$ cat src/rtl/ifid_pkg.sv
// ifid_pkg: types and constants shared by the fetch-to-decode buffer.
//   COMMON_WIDTH  : datapath width for instructions and PCs
//   NOP_INST      : instruction shown to decode when nothing is queued
//   fetch_entry_t : one queued fetch result {inst, pc}
//   clog2_min1    : pointer width helper, never returns less than 1
package ifid_pkg;

    localparam int COMMON_WIDTH = 32;

    localparam logic [COMMON_WIDTH-1:0] NOP_INST = 32'h0000_0000;

    typedef struct packed {
        logic [COMMON_WIDTH-1:0] inst;
        logic [COMMON_WIDTH-1:0] pc;
    } fetch_entry_t;

    // A one-entry queue still needs a one-bit pointer.
    function automatic int clog2_min1(input int n);
        return (n <= 2) ? 1 : $clog2(n);
    endfunction

endpackage

$ cat src/rtl/sync_fifo_ptr.sv
// sync_fifo_ptr: head/tail pointer and occupancy bookkeeping for a
// power-of-two deep FIFO. Holds no data.
//   clk, rst     : clock (rising edge), asynchronous active-low reset
//   push_i       : write one entry at the tail (ignored when full)
//   pop_i        : retire the head entry (ignored when empty)
//   clear_i      : drop everything; wins over push and pop
//   headPtr_o    : storage index of the oldest entry
//   tailPtr_o    : storage index the next push writes to
//   count_o      : number of valid entries, 0..DEPTH
//   full_o/empty_o : occupancy flags
module sync_fifo_ptr
    import ifid_pkg::*;
#(
    parameter  int DEPTH = 2,
    localparam int PTR_W = clog2_min1(DEPTH),
    localparam int CNT_W = $clog2(DEPTH) + 1
) (
    input  logic             clk,
    input  logic             rst,
    input  logic             push_i,
    input  logic             pop_i,
    input  logic             clear_i,
    output logic [PTR_W-1:0] headPtr_o,
    output logic [PTR_W-1:0] tailPtr_o,
    output logic [CNT_W-1:0] count_o,
    output logic             full_o,
    output logic             empty_o
);

    logic [PTR_W-1:0] headPtr_q, headPtr_d;
    logic [PTR_W-1:0] tailPtr_q, tailPtr_d;
    logic [CNT_W-1:0] count_q, count_d;
    logic             doPush;
    logic             doPop;

    assign full_o  = (count_q == CNT_W'(DEPTH));
    assign empty_o = (count_q == '0);
    assign doPush  = push_i && !full_o;
    assign doPop   = pop_i && !empty_o;

    // Pointers wrap naturally because DEPTH is a power of two.
    always_comb begin
        headPtr_d = headPtr_q;
        tailPtr_d = tailPtr_q;
        count_d   = count_q;
        if (clear_i) begin
            headPtr_d = '0;
            tailPtr_d = '0;
            count_d   = '0;
        end else begin
            if (doPush) tailPtr_d = tailPtr_q + PTR_W'(1);
            if (doPop)  headPtr_d = headPtr_q + PTR_W'(1);
            case ({doPush, doPop})
                2'b10:   count_d = count_q + CNT_W'(1);
                2'b01:   count_d = count_q - CNT_W'(1);
                default: count_d = count_q;
            endcase
        end
    end

    always_ff @(posedge clk or negedge rst) begin
        if (!rst) begin
            headPtr_q <= '0;
            tailPtr_q <= '0;
            count_q   <= '0;
        end else begin
            headPtr_q <= headPtr_d;
            tailPtr_q <= tailPtr_d;
            count_q   <= count_d;
        end
    end

    assign headPtr_o = headPtr_q;
    assign tailPtr_o = tailPtr_q;
    assign count_o   = count_q;

endmodule

$ cat src/rtl/ifid_skid_buffer.sv
// ifid_skid_buffer: receiving end of the fetch-to-decode path. Queues
// {inst, pc} pairs from fetch in a small FIFO and presents the oldest to
// decode; a jump flush drops everything. Also counts decode-starved cycles.
//   clk, rst            : clock (rising edge), asynchronous active-low reset
//   in_inst/in_pc       : entry offered by fetch
//   in_valid/in_ready   : fetch handshake; !in_ready is the fetch stall
//   flush               : jump taken, discard queued and offered entries
//   out_inst/out_pc     : head entry (NOP_INST / 0 when empty)
//   out_valid/out_ready : decode handshake
//   starve_cnt          : saturating count of out_ready && !out_valid cycles
// WIDTH is expected to equal ifid_pkg::COMMON_WIDTH.
module ifid_skid_buffer #(
    parameter int               WIDTH     = 32,
    parameter int               DEPTH     = 2,
    parameter logic [WIDTH-1:0] NOP_INST  = ifid_pkg::NOP_INST,
    parameter int               CNT_WIDTH = 16
) (
    input  logic                 clk,
    input  logic                 rst,
    input  logic [WIDTH-1:0]     in_inst,
    input  logic [WIDTH-1:0]     in_pc,
    input  logic                 in_valid,
    output logic                 in_ready,
    input  logic                 flush,
    output logic [WIDTH-1:0]     out_inst,
    output logic [WIDTH-1:0]     out_pc,
    output logic                 out_valid,
    input  logic                 out_ready,
    output logic [CNT_WIDTH-1:0] starve_cnt
);

    import ifid_pkg::*;

    localparam int PTR_W = clog2_min1(DEPTH);
    localparam int CNT_W = $clog2(DEPTH) + 1;

    logic [PTR_W-1:0]     headPtr;
    logic [PTR_W-1:0]     tailPtr;
    logic [CNT_W-1:0]     count;
    logic                 full;
    logic                 empty;
    logic                 pushEn;
    logic                 popEn;
    logic                 armed_q;
    logic [CNT_WIDTH-1:0] starveCnt_q, starveCnt_d;
    fetch_entry_t         mem_q [DEPTH];
    fetch_entry_t         headEntry;

    // Held low through reset so fetch stays stalled until the first edge
    // after release, keeping in_ready purely register-derived.
    always_ff @(posedge clk or negedge rst) begin
        if (!rst) armed_q <= 1'b0;
        else      armed_q <= 1'b1;
    end

    assign in_ready = armed_q && !full;
    assign pushEn   = in_valid && in_ready && !flush;
    assign popEn    = out_valid && out_ready && !flush;

    sync_fifo_ptr #(
        .DEPTH (DEPTH)
    ) uPtr (
        .clk       (clk),
        .rst       (rst),
        .push_i    (pushEn),
        .pop_i     (popEn),
        .clear_i   (flush),
        .headPtr_o (headPtr),
        .tailPtr_o (tailPtr),
        .count_o   (count),
        .full_o    (full),
        .empty_o   (empty)
    );

    // Storage is not reset; validity comes only from count and pointers.
    always_ff @(posedge clk) begin
        if (pushEn) begin
            mem_q[tailPtr] <= '{inst: in_inst, pc: in_pc};
        end
    end

    assign headEntry = mem_q[headPtr];
    assign out_valid = !empty;
    assign out_inst  = empty ? NOP_INST : headEntry.inst;
    assign out_pc    = empty ? '0 : headEntry.pc;

    // Flush cycles are not counted as starvation; the counter sticks at all ones.
    always_comb begin
        starveCnt_d = starveCnt_q;
        if (out_ready && !out_valid && !flush && (starveCnt_q != '1)) begin
            starveCnt_d = starveCnt_q + CNT_WIDTH'(1);
        end
    end

    always_ff @(posedge clk or negedge rst) begin
        if (!rst) starveCnt_q <= '0;
        else      starveCnt_q <= starveCnt_d;
    end

    assign starve_cnt = starveCnt_q;

endmodule

$ cat config.mk
export PLATFORM = sky130hd
export DESIGN_NAME = ifid_skid_buffer
export DESIGN_NICKNAME = d
export VERILOG_FILES = /design/src/rtl/ifid_pkg.sv /design/src/rtl/sync_fifo_ptr.sv /design/src/rtl/ifid_skid_buffer.sv
export SDC_FILE = /design/constraint.sdc
export NUM_CORES = 1
export LEC_CHECK = 0
export BUFFER_PORTS_ARGS = -buffer_cell sky130_fd_sc_hd__buf_2
export CAP_MARGIN = 20
export CORE_MARGIN = 2
export CORE_UTILIZATION = 33
export CTS_BUF_LIST = sky130_fd_sc_hd__clkbuf_8
export DETAILED_ROUTE_END_ITERATION = 7
export PLACE_DENSITY = 0.53
export SETUP_SLACK_MARGIN = 0.02
export SYNTH_ARGS = -nofsm -noshare
export SYNTH_HDL_FRONTEND = slang
export SYNTH_SLANG_ARGS = --single-unit
$ cat constraint.sdc
create_clock -name clk -period 10.8 [get_ports clk]
set_input_delay 1.08 -clock clk [delete_from_list [all_inputs] [get_ports clk]]
set_output_delay 1.08 -clock clk [all_outputs]
set_load 0.02 [all_outputs]
After elaboration in Yosys (flattened, before gate mapping)
Memories as Yosys holds them, arrays and structs flattened.
Cells that the tools add are included.

cells by class
  add/sub/neg operators = 5
  equality and inequality tests = 4
  muxes and demuxes = 10
  reductions and logical operators = 17

operator list
  operator                                             number
  two-way mux 32 bit                                   2
  adder 16 x 1 -> 16 bit, second input constant        1
  inequality test 16 bit, second input constant        1
  logical AND 1 bit                                    10
  two-way mux 1 bit                                    6
  equality test 2 bit, second input constant           2
  case mux 2 bit (2 select lines)                      1
  nonzero test 2 bit                                   2
  zero test 1 bit                                      3
  nonzero test 3 bit                                   1
  adder 1 bit, second input constant                   2
  adder 2 x 1 -> 2 bit, second input constant          1
  equality test 2 x 1 -> 1 bit, second input constant  1
  zero test 2 bit                                      1
  two-way mux 2 bit                                    1
  subtractor 2 x 1 -> 2 bit, second input constant     1

word-level totals
  register bits = 21
  memory bits (writable) = 128
  output and inout port bits = 82
  memories = 1

memory list
  name   depth  bits a word  read ports  clocked after memory_dff  write ports  line                    RTL
  mem_q  2      64           1           0                         1            ifid_skid_buffer.sv:46  fetch_entry_t mem_q [DEPTH];

Depth between registers and ports, before layout
Gate-level depths: netlist (run 1).

  word-level depth = 9
  mapped depth = 5
  depth with buffers taken out = 5

Modules after synthesis
From an unflattened synthesis (run 1), not the netlist that was laid out.

second synthesis, totals
  cell total of the unflattened synthesis = 371
  area total of the unflattened synthesis = 5878.1 sq um

modules (own cells, without submodules)
  module            instances  cells an instance  area each (sq um)  sequential area each (sq um)
  ifid_skid_buffer  1          350                5676.7             4269.1
  sync_fifo_ptr     1          21                 201.4              100.1

Least setup slack after synthesis (run 1)
OpenSTA, ideal clock, no wires.

  path type = input port to flip-flop
  start = input port flush
  end = memory mem_q[0][0] (netlist name) (enable)
  library setup time = 0.486 ns
  arrival = 3.929 ns
  data required time = 10.314 ns
  slack = 6.384 ns
  cell stages on the path = 2
  path buffers = 0
  cell sequence = nand3b_1 > nor2_1

between the ends
  longest elaborated chain between the ends = 4

RTL lines
  element                                  line                    RTL
  start, declared                          ifid_skid_buffer.sv:24  input logic flush,
  zero test 1 bit                          ifid_skid_buffer.sv:57  assign pushEn = in_valid && in_ready && !flush;
  logical AND 1 bit                        ifid_skid_buffer.sv:57
  two-way mux 1 bit                        ifid_skid_buffer.sv:77  if (pushEn) begin
  two-way mux 1 bit (implied by the code)  ifid_skid_buffer.sv:78  mem_q[tailPtr] <= '{inst: in_inst, pc: in_pc};
  end, declared                            ifid_skid_buffer.sv:46

No other way between the ends.

Worst setup path after layout (run 1)
  start = register uPtr.count_q[1], in the netlist uPtr.count_o[1]
  end = output port out_pc[11]

between the ends
  longest elaborated chain between the ends = 2

RTL lines
  element                 line                    RTL
  start, declared         sync_fifo_ptr.sv:32     logic [CNT_W-1:0] count_q, count_d;
  start signal, assigned  sync_fifo_ptr.sv:69     count_q <= count_d;
  zero test 2 bit         sync_fifo_ptr.sv:37     assign empty_o = (count_q == '0);
  two-way mux 32 bit      ifid_skid_buffer.sv:85  assign out_pc = empty ? '0 : headEntry.pc;
  end, declared           ifid_skid_buffer.sv:26  output logic [WIDTH-1:0] out_pc,

No other way between the ends.

==> results_dict.tcl, run 1 <==
set metrics [dict create \
    synthXorXnorAreaFrac 0.0255 \
    ys_ff_latch 149 \
    maxSlewHeadroom 0.457 \
    finalHoldViolations 0 \
    critical_path_buf_inv_count 2 \
    die_y_um 137 \
    muxShareOfSynthArea 0.112 \
    leakage_nw 2.80 \
    synth_edf_count 128 \
    grt_usage 0.130 \
    critPathKind "register to output pin" \
    die-area_um2 18800 \
    synth_fa_ha_area_frac 0.00214 \
    fp.coreArea_um2 17300 \
    crit_arrival_ps 2340 \
    synth_top_family_by_area "multiplexers" \
    pin_count 151 \
    internal-power_uw 946 \
    hold_slack_ps 510 \
    min_from "starve_cnt[10]" \
    ys_seq_area_frac 0.747 \
    worstMarginPinSlew_ps 813 \
    max_freq_mhz 292 \
    final_nets 599 \
    critPathCaptureType "output pin" \
    synth_area_um2 5850 \
    placed_area_um2 6900 \
    grt-ovfl-total 0 \
    pwr-share-comb 0.112 \
    grt_pass1_vias 3541 \
    cap_violations 0 \
    postRouteAntennaNets 0 \
    vias 3484 \
    clockBufferDepth 2 \
    setup_viol 0 \
    drtIter0Drc 159 \
    switchingPower_uw 307 \
    wl_met1_mm 4.99 \
    ys_dominant_reg_cell "edfxtp_1" \
    syn_inst 370 \
    synth-compound-area-share 0.00835 \
    async_reset_ff_frac 0.141 \
    drc 0 \
    ctsResizeCount 0 \
    wl_per_cell_um 15.3 \
    wl_met2_mm 5.79 \
    synthTopCellsByArea "edfxtp_1, mux2i_1, dfrtp_1" \
    synth_area_leader_cell "edfxtp_1" \
    crit_fanout 36 \
    cts_hold_buffers 0 \
    syn-num-nets 440 \
    area_growth_pct 25.1 \
    synth_cell_type_count 34 \
    synth_commonest_cells "edfxtp_1, nor2_1, mux2i_1, dfrtp_1, xnor2_1" \
    seq_power_share 0.535 \
    fin_crit_ps 3420 \
    fin_util 0.423 \
    slowest_delay_ps 620 \
    worstReg2RegStart "uPtr.count_o[1]" \
    synthSimpleGateAreaFrac 0.0912 \
    crit_chain "nor2_4, buf_4, nor2_1, buf_2" \
    synth.avg_cell_area_um2 15.8 \
    final_cell_area_um2 7320 \
    setup-tns-final_ps 0 \
    fin_crit_sh 0.317 \
    grt_antenna_before_repair 2 \
    vdd_drop_max_uv 117 \
    io_buffers 150 \
    dr.pass1.iters 4 \
    routed_wl_mm 11.8 \
    hp-class "register to register" \
    rsz0062_at_grt "false" \
    layout-drive-gt1-share 0.349 \
    cts_sinks 149 \
    clockPowerShare 0.353 \
    rows 48 \
    worst_path_max_delay_cell "nor2_4" \
    finClkSkew_ps 13.4 \
    cp-startpoint "uPtr.count_o[1]" \
    htree_levels 4 \
    die_x_um 137 \
    grt_pass1_wl_mm 18.1 \
    pwr_density_cell_nw_per_um2 171 \
    gp_congestion 0.799 \
    postCtsSetupBuffers 0 \
    cts.clk_slew.worst_paths_ps 70 \
    cts_buffers 17 \
    clk_latency_ps 440 \
    place_hpwl_mm 7.65 \
    viasPerCell 4.53 \
    worst_ep_required_time_ps 9720 \
    dr_wl_met3_um 776 \
    switching_share 0.245 \
    cts_tree "done" \
    initial_core_util 0.338 \
    startpoint_type "register" \
    run_status "complete, no violations" \
    finalMaxSlewViolations 0 \
    maxUsedRoutingLayer "met4" \
    yosysMostFrequentCell "edfxtp_1" \
    grt_max_degree 39 \
    synth-warning-count 0 \
    yosysTopAreaCellShare 0.658 \
    cpLargestDelayFamily "simple AND/OR/NAND/NOR gates" \
    cts_root_buf "clkbuf_8" \
]
[logic make-up after synthesis]
group           count (synthesis)
flops                         149
other cells                     1
mux                            65
simple gates                  111
fa+ha+maj                       1
xor+xnor                       17
buf+inv                        19
compound gates                  7
[registers in the layout, summed over array words and instances (netlist names)]
signal          flops
mem_q             128
starve_cnt         16
uPtr.count_o        2
armed_q             1
uPtr.headPtr_o      1
uPtr.tailPtr_o      1
[layer usage]
metal,vias to the layer above,global-route usage
met3,11,0.0504
li1,1684,-
met1,1686,0.154
met2,103,0.212
met5,-,0
met4,0,0.0550
[power by group through the flow]
stage / Sequential, mW / Clock (mW) / Combinational, mW
floorplan: 0.689 / 0 / 0.0775
global placement: 0.688 / 0 / 0.136
detailed placement: 0.684 / 0 / 0.144
CTS: 0.671 / 0.459 / 0.144
global route: 0.674 / 0.482 / 0.155
finish: 0.671 / 0.442 / 0.141
[layout by cell type, fill, tap and decap left out, types with 2 or more instances in the layout]
cell        instances
bufinv_16           3
nor2_1             71
buf_2             150
diode_2             2
nand2_1             4
xor2_1              3
edfxtp_1          128
buf_4               3
clkbuf_8           20
clkinvlp_4          3
nor2_4              3
and2_1              2
dfrtp_1            20
nand3b_1            6
nand3_1             4
mux2i_1            64
nand4_1             9
and3_1              3
inv_1              10
a21oi_1             2
xnor2_1            14
[layout make-up]
type | instances | area, um^2
fill | 1639 | 9980
sequential | 149 | 4370
inverter | 5 | 18.8
multi-input combinational | 202 | 1420
clock inverter | 12 | 140
timing repair buffer | 154 | 801
tap | 225 | 282
clock buffer | 20 | 275
antenna | 2 | 5.00
[per-stage QoR]
| stage | worst slack [ps] | power (mW) | std cells |
|---|---|---|---|
| floorplan | 6380 | 0.766 | 370 |
| global placement | 7590 | 0.824 | 734 |
| detailed placement | 7550 | 0.828 | 735 |
| CTS | 7230 | 1.27 | 767 |
| global route | 7110 | 1.31 | 767 |
| finish | 7380 | 1.25 | 769 |
[path summary, 6_finish.rpt]
kind	end	slack, ps	cells after the start
worst max-delay path	out_pc[11]	7380	4
worst min-delay path	starve_cnt[10]	510	1
worst max register to register	mem_q[0][37]	8100	5
worst min register to register	starve_cnt[10]	510	1
max in group asynchronous	uPtr.headPtr_o	9850	1
min in group asynchronous	starve_cnt[1]	580	1
[worst register-to-register path, cell delays in order, from the launching register on]
cell	delay (ps)
dfrtp_1	470
or2b_1	220
and2_1	160
nand3b_1	190
nor2_4	670
buf_4	610
Note: power is estimated with default switching activity, not from simulation.
==> run 2, diff against run 1 <==
--- a/config.mk
+++ b/config.mk
@@ -11,7 +11,7 @@
 export CORE_UTILIZATION = 33
 export CTS_BUF_LIST = sky130_fd_sc_hd__clkbuf_8
 export DETAILED_ROUTE_END_ITERATION = 7
-export PLACE_DENSITY = 0.53
+export PLACE_DENSITY = 0.55
 export SETUP_SLACK_MARGIN = 0.02
 export SYNTH_ARGS = -nofsm -noshare
 export SYNTH_HDL_FRONTEND = slang
==> constraint.sdc (replaced) <==
create_clock -name clk -period 2.95 [get_ports clk]
set_input_delay 0.295 -clock clk [delete_from_list [all_inputs] [get_ports clk]]
set_output_delay 0.295 -clock clk [all_outputs]
set_load 0.02 [all_outputs]
==> run 2 against run 1 <==
  * First-iteration DRC count rose by 19%
  * Register-to-register slack lost 7200 ps
  * Via count grew 3.9%
  * Worst setup slack worse by 6600 ps
  * Sequential share of layout area is 2.3 points lower
  * Clock skew is 1.3 ps lower
  * Clock-buffer cell count is 1 higher
  * Die area unchanged
  * Routed wire length rose by 2.3%
  * Core utilization rose by 1.7 points
  * Critical path type unchanged
  * Largest power group unchanged
==> results_dict.tcl, run 2 (same netlist as run 1, synthesis figures left out) <==
set metrics [dict create \
    pwr_density_cell_nw_per_um2 620 \
    final_common_cell "buf_2" \
    fp.coreArea_um2 17300 \
    cts.clk_slew.worst_paths_ps 80 \
    dr.pass1.iters 4 \
    die_x_um 137 \
    grt_antenna_before_repair 0 \
    fin_util 0.440 \
    critPathKind "register to output pin" \
    die-area_um2 18800 \
    postCtsSetupBuffers 0 \
    grt-ovfl-total 0 \
    min_path_cells 1 \
    routed_wl_mm 12.0 \
    wl_per_cell_um 15.1 \
    cts_root_buf "clkbuf_8" \
    startpoint_type "register" \
    max_freq_mhz 470 \
    area_growth_pct 30.2 \
    grt_max_degree 42 \
    worst_ep_required_time_ps 2650 \
    ctsResizeCount 0 \
    vdd_drop_max_uv 282 \
    postRouteAntennaNets 0 \
    final_nets 628 \
    fin_crit_ps 2130 \
    finalMaxSlewViolations 0 \
    leakage_nw 2.94 \
    hp-class "input port to register" \
    rr_worst_depth 5 \
    finalPower_mw 4.72 \
    finalHoldViolations 0 \
    run_status "complete, no violations" \
    pin_count 151 \
    clk_latency_ps 440 \
    htree_levels 4 \
    grt_usage 0.133 \
    setup_viol 0 \
    drc 0 \
    final_cell_mix "buf_2, edfxtp_1, nor2_1" \
    cts_tree "done" \
    vias 3621 \
    fin_crit_sh 0.721 \
    cap_violations 0 \
    cts_sinks 149 \
    grt_pass1_wl_mm 18.6 \
    cts_buffers 17 \
    die_y_um 137 \
    io_buffers 150 \
    initial_core_util 0.338 \
    drtIter0Drc 189 \
    grt_pass1_vias 3823 \
    gp_congestion 0.791 \
    cts_hold_buffers 21 \
    largest_reg_flops 128 \
    maxSlewHeadroom 0.623 \
    layout-drive-gt1-share 0.343 \
    rsz0062_at_grt "false" \
    antenna_cells 0 \
    viasPerCell 4.55 \
    crit_fanout 27 \
    final_cell_area_um2 7610 \
    crit_arrival_ps 1830 \
    critPathCaptureType "output pin" \
    clockBufferDepth 2 \
    place_hpwl_mm 7.70 \
    hold_slack_ps 40.6 \
    finClkSkew_ps 12.2 \
    registers.top_by_ff_count "mem_q" \
    placed_area_um2 6920 \
    worstMarginPinSlew_ps 565 \
    rows 48 \
]
[run 2: changes by cell type in the layout (fill, tap and decap cells not counted), moves of 2 or more]
| cell | delta |
|---|---|
| diode_2 | -2 |
| clkinv_2 | +4 |
| buf_4 | +4 |
| clkinvlp_4 | -3 |
| inv_1 | -3 |
| dlygate4sd3_1 | +25 |
[run 2: per-layer routing]
metal	track usage	wire (um)	vias to the layer above
met2	0.237	6290	107
li1	-	-	1737
met3	0.0452	711	17
met1	0.143	4840	1760
met4	0.0515	180	0
met5	0	0	-
[run 2: critical path, stage by stage (launching register included)]
cell and delay (ps):
dfrtp_4 430, buf_4 430, mux2i_1 260, nor2_1 80, buf_2 180
[run 2: where the power goes]
| group | switching [mW] | leakage [nW] | internal, mW | total [mW] |
|---|---|---|---|---|
| Sequential | 0.0639 | 1.44 | 2.38 | 2.44 |
| Clock | 0.724 | 0.238 | 1.00 | 1.73 |
| Combinational | 0.336 | 1.27 | 0.222 | 0.558 |
| Total | 1.12 | 2.94 | 3.60 | 4.72 |
[run 2: final timing paths]
check / start / end / slack, ps
max: uPtr.headPtr_o / out_inst[18] / 820
min: in_pc[25] / mem_q[0][25] / 40
max reg2reg: uPtr.count_o[1] / mem_q[1][22] / 910
min reg2reg: starve_cnt[8] / starve_cnt[8] / 520
max in group asynchronous: rst / uPtr.headPtr_o / 2240
min in group asynchronous: rst / starve_cnt[13] / 340
[run 2: area by class of cell]
type                       count  area [um^2]
multi-input combinational    202         1420
clock buffer                  21          289
tap                          225          282
timing repair buffer         183         1070
fill                        1615         9680
inverter                       5         18.8
sequential                   149         4370
clock inverter                11          156
[run 2: metrics by stage]
step	TNS, ps	cells	setup WS [ps]
floorplan	-18910	370	-148
global placement	0	739	950
detailed placement	0	739	905
CTS	0	792	768
global route	0	796	671
finish	0	796	824
